[src/rtl/mem_bus_master.sv]
`default_nettype none
// =============================================================================
// Module   : mem_bus_master
// Purpose  : Single-outstanding request/response bridge onto a simple SRAM-style
//            bus; one-cycle writes, READ_WAIT-cycle reads.
// Revision : 1.0 - initial release
// =============================================================================
module mem_bus_master #(
    parameter int READ_WAIT = 2
) (
    input  logic        clk,
    input  logic        reset,
    input  logic        req_valid,
    output logic        req_ready,
    input  logic        req_wr,
    input  logic [15:0] req_addr,
    input  logic [15:0] req_wdata,
    output logic        rsp_valid,
    input  logic        rsp_ready,
    output logic [15:0] rsp_rdata,
    output logic [15:0] cpu_addr,
    output logic        cpu_mem_ena,
    output logic        cpu_wr_ena,
    output logic [15:0] cpu_wdata,
    input  logic [15:0] cpu_rdata,
    output logic        busy
);

    typedef enum logic [1:0] {
        IDLE      = 2'd0,
        RD_ACCESS = 2'd1,
        WR_ACCESS = 2'd2,
        RESP      = 2'd3
    } state_t;

    localparam logic [3:0] c_rd_load = 4'(READ_WAIT - 1);

    state_t      state_q, state_d;
    logic [15:0] addr_q,  addr_d;
    logic [15:0] wdata_q, wdata_d;
    logic [15:0] rdata_q, rdata_d;
    logic [3:0]  cnt_q,   cnt_d;

    always_ff @(posedge clk) begin
        if (reset) begin
            state_q <= IDLE;
            addr_q  <= 16'h0000;
            wdata_q <= 16'h0000;
            rdata_q <= 16'h0000;
            cnt_q   <= 4'd0;
        end else begin
            state_q <= state_d;
            addr_q  <= addr_d;
            wdata_q <= wdata_d;
            rdata_q <= rdata_d;
            cnt_q   <= cnt_d;
        end
    end

    always_comb begin
        state_d = state_q;
        addr_d  = addr_q;
        wdata_d = wdata_q;
        rdata_d = rdata_q;
        cnt_d   = cnt_q;
        unique case (state_q)
            IDLE: begin
                if (req_valid) begin
                    addr_d  = req_addr;
                    wdata_d = req_wdata;
                    cnt_d   = req_wr ? 4'd0 : c_rd_load;
                    state_d = req_wr ? WR_ACCESS : RD_ACCESS;
                end
            end
            RD_ACCESS: begin
                // Bus data is only trusted on the last enabled cycle.
                if (cnt_q == 4'd0) begin
                    rdata_d = cpu_rdata;
                    state_d = RESP;
                end else begin
                    cnt_d = cnt_q - 4'd1;
                end
            end
            WR_ACCESS: begin
                rdata_d = 16'h0000;
                state_d = RESP;
            end
            RESP: begin
                if (rsp_ready) begin
                    state_d = IDLE;
                end
            end
            default: state_d = IDLE;
        endcase
    end

    // Handshake and strobe outputs come from the state register alone.
    assign req_ready   = (state_q == IDLE);
    assign busy        = (state_q != IDLE);
    assign cpu_mem_ena = (state_q == RD_ACCESS) || (state_q == WR_ACCESS);
    assign cpu_wr_ena  = (state_q == WR_ACCESS);
    assign rsp_valid   = (state_q == RESP);
    assign rsp_rdata   = rdata_q;
    assign cpu_addr    = addr_q;
    assign cpu_wdata   = wdata_q;

endmodule
`default_nettype wire

[config.mk]
export PLATFORM = sky130hd
export DESIGN_NAME = mem_bus_master
export DESIGN_NICKNAME = d
export VERILOG_FILES = /design/src/rtl/mem_bus_master.sv
export SDC_FILE = /design/constraint.sdc
export NUM_CORES = 1
export LEC_CHECK = 0
export CAP_MARGIN = 30
export CORE_AREA = 2 2 66 93
export DETAILED_ROUTE_END_ITERATION = 8
export DIE_AREA = 0 0 68 95
export HOLD_SLACK_MARGIN = 0.15
export PLACE_DENSITY_LB_ADDON = 0.15
export SYNTH_ARGS = -nofsm -noshare
export SYNTH_HDL_FRONTEND = slang
export SYNTH_SLANG_ARGS = --single-unit
[constraint.sdc]
create_clock -name clk -period 4.1 [get_ports clk]
set_input_delay 0.41 -clock clk [delete_from_list [all_inputs] [get_ports clk]]
set_output_delay 0.41 -clock clk [all_outputs]
set_load 0.01 [all_outputs]
==> impl_metrics.tcl, run 1 <==
set metrics [dict create \
    grt.total_usage_pct 18.09 \
    worst_pin_slew_ns 0.7538 \
    clock_latency_ns 0.30 \
    start_util_pct 38.69 \
    dp_hpwl_um 4110 \
    cp.arrival_ns 1.71 \
    initialDrtViolationCount 85 \
    io_buffers 105 \
    seqCellArea_um2 1081 \
    startpoint_type "register" \
    ys_seq_area_share_pct 49.04 \
    final_common_cell "clkdlybuf4s50_1" \
    wl_um 5704 \
    antenna_found_initial 0 \
    htreeDepth 2 \
    cts_buffer_depth 2 \
    rsz0062_at_grt "false" \
    netlist_area_um2 2205 \
    grt_pass1_wl_um 8970 \
    routed_via_density 4.912 \
    drtPass1Iterations 6 \
    power.density_nw_per_um2 522.2 \
    synthCells 269 \
    cp_max_fo 10 \
    cts_root_buf "clkbuf_8" \
    n_fill_cell 521 \
    max_freq_mhz 470.8 \
    hold_class "register to register" \
    post-route-period-util_pct 51.81 \
    numCtsBuffers 5 \
    grt_pass1_vias 1921 \
    synth.distinct_cells 33 \
    cts_resized 0 \
    final_nets 420 \
    rows 33 \
    outcome "finished, final reports clean" \
    hold_buffers 0 \
    yosysWarnings 0 \
    clock-sinks 54 \
    pin_count 106 \
    avgSynthCellArea_um2 8.196 \
    worst_clock_skew_ns 0.005175 \
    dieArea_um2 6460 \
    drive_gt1_share_pct 4.959 \
    design_area_um2 3411 \
    leakage_nw 1.243 \
    maxCapViolCount 0 \
    syn_to_final_growth_pct 54.71 \
    layout_common_cells "clkdlybuf4s50_1, nand2_1, dfxtp_1" \
    coreArea_um2 5698 \
    diodes 0 \
    post_cts_buffers 0 \
    gp_congestion 0.7290 \
    setup_tns_ns 0 \
    setup_violations 0 \
    die_w_um 68 \
    slew_violations 0 \
    postRouteAntennaNets 0 \
    crit_required_ns 3.69 \
    die_y_um 95 \
    vdd_ir_drop_max_mv 0.3522 \
    cts_tree "done" \
    min_period_ns 2.124 \
    placed_cell_area_um2 3302 \
    ys_seq_elements 54 \
    finalHoldViolations 0 \
    cts.clk_slew.worst_paths_ns 0.09 \
    routedWlPerCell_um 13.17 \
    gr-total-overflow 0 \
    drc 0 \
    cp-end-kind "output pin" \
    vias 2127 \
    grt_max_degree 39 \
    synth_nets 327 \
    slew_headroom_pct 49.46 \
    multi_input_area_um2 955.9 \
    path_class "register to output pin" \
]
==> kinds of logic after synthesis <==
kind of cell | Yosys count | share of synthesized area, %
fa+ha+maj | 5 | 2.838
flops | 54 | 49.04
compound gates | 60 | 14.13
simple gates | 117 | 24.92
buf+inv | 30 | 7.604
mux | 3 | 1.476
==> synthesized netlist by cell type <==
cell type,number,area share (%)
mux2_1,2,1.0
a222oi_1,1,0.45
ha_1,5,2.8
o31a_1,1,0.40
o21ai_1,3,0.68
nand4b_1,1,0.40
nor2_1,2,0.34
nand2_1,66,11
a21oi_1,52,12
nand4bb_1,1,0.51
clkbuf_1,12,2.0
a31oi_1,2,0.57
dfxtp_1,54,49
clkinv_16,1,1.4
inv_2,1,0.17
clkbuf_8,1,0.62
and2b_2,2,0.79
buf_1,4,0.68
and2_1,1,0.28
inv_1,6,1.0
nor4_1,1,0.28
buf_6,2,1.0
or2b_2,2,0.79
nand4_1,2,0.57
mux2i_1,1,0.45
nand3_1,32,7.3
or3b_1,1,0.40
o21ai_0,1,0.23
buf_2,3,0.68
or3_1,1,0.28
and4bb_1,1,0.57
nand3b_1,1,0.34
nand2b_1,3,0.85
==> power by group <==
group,leakage [nW],switching (mW),internal [mW]
clock,0.0579,0.171,0.180
sequential,0.441,0.0480,0.617
combinational,0.744,0.388,0.377
total,1.24,0.607,1.17
==> through the flow <==
| step | hold WS (ns) | util (%) | worst slack, ns | power, mW | instances |
|---|---|---|---|---|---|
| after floorplan | 0.4804 | - | 2.358 | 1.102 | 269 |
| after global placement | 0.4404 | 56.63 | 1.871 | 1.397 | 422 |
| after detailed placement | 0.4478 | 57.95 | 1.955 | 1.451 | 425 |
| after CTS | 0.4610 | 59.86 | 1.952 | 1.805 | 433 |
| after global routing | 0.4786 | 59.86 | 1.852 | 1.901 | 433 |
| final | 0.4573 | 59.86 | 1.976 | 1.781 | 433 |
==> worst paths after layout <==
check	cells past startpoint	to	slack (ns)	from
min reg2reg	2	cpu_wdata[13]	0.46	cpu_wdata[13]
min	2	cpu_wdata[13]	0.46	cpu_wdata[13]
max	4	busy	1.98	state_q[0]
max reg2reg	5	cnt_q[0]	2.04	state_q[1]
==> worst max-delay path: stages (launching register included) <==
cell	delay, ns
dfxtp_1	0.37
inv_1	0.08
ha_1	0.32
inv_1	0.09
clkdlybuf4s50_1	0.55
==> metal layers <==
metal	share of wire (%)	vias to the layer above	global-route usage, %	wire length [um]
met2	49	80	30.42	2797
li1	-	1083	-	-
met1	40	959	20.83	2277
met5	0	-	0	0
met3	9.7	5	6.913	553
met4	1.3	0	5.500	76
==> registers in the layout, summed over array words and instances (netlist names) <==
name and flops:
cpu_addr 16, cpu_wdata 16, rsp_rdata 16, cnt_q 4, state_q 2
==> layout make-up <==
cell class,instances,share of cell area [%]
clock buffer,5,2.018
clock inverter,3,1.174
inverter,8,1.651
multi-input combinational,185,28.03
sequential,54,31.69
tap,70,2.568
timing repair buffer,108,32.87
Power figures use the tool's default switching activity.
==> run 2: changes to the inputs <==
CORE_AREA = 2 2 70 98   (was 2 2 66 93)
DIE_AREA = 0 0 72 100   (was 0 0 68 95)
clock period = 1.85 ns   (was 4.1 ns; I/O delays follow)
==> run 2 against run 1 <==
  * Hold slack got worse by 0.038 ns
  * Design area is 1.6% higher
  * Combinational power grew 130%
  * Core utilization decreased by 6.0 points
  * First-iteration DRC count is 21% lower
  * Via count increased by 1.6%
  * Total power is 120% higher
==> impl_metrics.tcl, run 2 (same netlist as run 1, synthesis figures left out) <==
set metrics [dict create \
    outcome "finished, final reports clean" \
    holdPathStages 3 \
    routedWlPerCell_um 13.15 \
    power.share.clock_pct 16.3 \
    start_util_pct 34.25 \
    cp_max_fo 4 \
    stdcell_count 445 \
    design_area_um2 3465 \
    grt_pass1_wl_um 9646 \
    top_layer "met4" \
    clock-sinks 54 \
    setup_violations 0 \
    power_mw 3.906 \
    p_sw_mw 1.358 \
    io_buffers 105 \
    rows 35 \
    worstHoldEndpoint "cpu_wdata[2]" \
    routed_via_density 4.858 \
    dieArea_um2 7200 \
    slew_headroom_pct 75.09 \
    whs_ns 0.4193 \
    cp.arrival_ns 1.95 \
    gp_congestion 0.6993 \
    drive_gt1_share_pct 7.817 \
    maxCapViolCount 0 \
    comb_power_share_pct 45.8 \
    dp.cells 436 \
    min_period_ns 1.762 \
    antenna_found_initial 0 \
    numCtsBuffers 5 \
    finalHoldViolations 0 \
    finalWorstSetupSlack_ns 0.08839 \
    startpoint_type "register" \
    rr_worst_depth 6 \
    die_w_um 72 \
    final_common_cell "clkdlybuf4s50_1" \
    rrSetupSlack_ns 0.09 \
    finish.utilization_pct 53.82 \
    initialDrtViolationCount 67 \
    grt_max_degree 34 \
    syn_to_final_growth_pct 57.15 \
    reg2reg_to "state_q[1]" \
    min_from "req_wdata[2]" \
    pre_cts_slack_ns 0.03058 \
    p_int_mw 2.548 \
    max_freq_mhz 567.7 \
    worst_clock_skew_ns 0.01069 \
    power.density_nw_per_um2 1127 \
    dp_hpwl_um 4109 \
    rsz0062_at_grt "false" \
    n_fill_cell 636 \
    clock_latency_ns 0.30 \
    wl_met3_um 451 \
    die_y_um 100 \
    vias 2162 \
    cts_tree "done" \
    grt_pass1_vias 2116 \
    gr-total-overflow 0 \
    worst_pin_slew_ns 0.3633 \
    cts_buffer_depth 2 \
    leakage_nw 1.278 \
    cts_root_buf "clkbuf_8" \
    final_nets 429 \
    drtPass1Iterations 4 \
    crit_required_ns 2.04 \
    grt.total_usage_pct 16.48 \
    path_class "register to register" \
    r2r-start "cnt_q[0]" \
    vdd_ir_drop_max_mv 0.4799 \
    post-route-period-util_pct 95.22 \
    drc 0 \
    diodes 0 \
    pwr-share-seq_pct 37.9 \
    cp-end-kind "register" \
    coreArea_um2 6437 \
    power.share.switching_pct 34.76 \
    slew_violations 0 \
    cts.clk_slew.worst_paths_ns 0.10 \
    wl_um 5851 \
    hold_class "input pin to register" \
    pin_count 106 \
    dr_wl_met2_um 2958 \
    setup_tns_ns 0 \
    layout_common_cells "clkdlybuf4s50_1, nand2_1, a21oi_1, dfxtp_1, nand3_1" \
    wl_met1_um 2395 \
    postRouteAntennaNets 0 \
    placed_cell_area_um2 3344 \
    htreeDepth 2 \
]
run 2: cell types whose count changed in the layout (fill, tap and decap cells not counted), sizes merged:
cell,before,now
buf,4,12
bufinv,1,0
clkdlybuf4s50,104,103
clkinv,3,2
dlygate4sd3,0,1
dlymetal6s2s,0,1
inv,7,8
run 2: layout make-up:
cell class	count	area [um2]	share of cell area, %
multi-input cells	185	970.9	28.02
flip-flops and latches	54	1084	31.27
clock buffers	5	68.82	1.986
inverters	8	56.30	1.625
clock inverters	2	13.76	0.3973
well taps	74	92.59	2.672
repair buffers	117	1179	34.02
run 2: worst max-delay path by stage:
stage | startpoint | to | slack, ns | depth (start not counted)
after floorplan | cnt_q[0] | state_q[0] | 0.11 | 5
after global placement | rsp_ready | state_q[1] | 0.06 | 5
after CTS | state_q[0] | busy | 0.006 | 4
final | cnt_q[0] | state_q[1] | 0.09 | 6
after global routing | cnt_q[0] | state_q[1] | 0.01 | 6
after detailed placement | cnt_q[0] | state_q[1] | 0.03 | 5
run 2: critical path, stage by stage, from the launching register on:
cell,delay (ns)
dfxtp_2,0.34
inv_1,0.07
ha_1,0.16
or3b_4,0.39
a222oi_1,0.22
buf_4,0.17
mux2_1,0.31
run 2: layer usage:
layer	vias up	GRT usage, %
li1	1103	-
met1	983	18.38
met2	72	29.84
met3	4	5.221
met4	0	4.354
met5	-	0
run 2: power groups by stage:
stage / Combinational, mW / Sequential (mW) / Clock, mW
4_1_cts: 1.77 / 1.48 / 0.670
3_5_place_dp: 1.76 / 1.50 / 0
6_report: 1.79 / 1.48 / 0.636
2_1_floorplan: 0.862 / 1.58 / 0
5_1_grt: 1.98 / 1.51 / 0.709
3_3_place_gp: 1.75 / 1.49 / 0
run 2: repair_timing:
item | CTS | global route
resized for setup | 1 | 5
setup buffers | 0 | 1
setup endpoints to repair | 2 | 5
hold buffers | 1 | 0
hold endpoints to repair | 3 | 0
pin swaps | 0 | 1
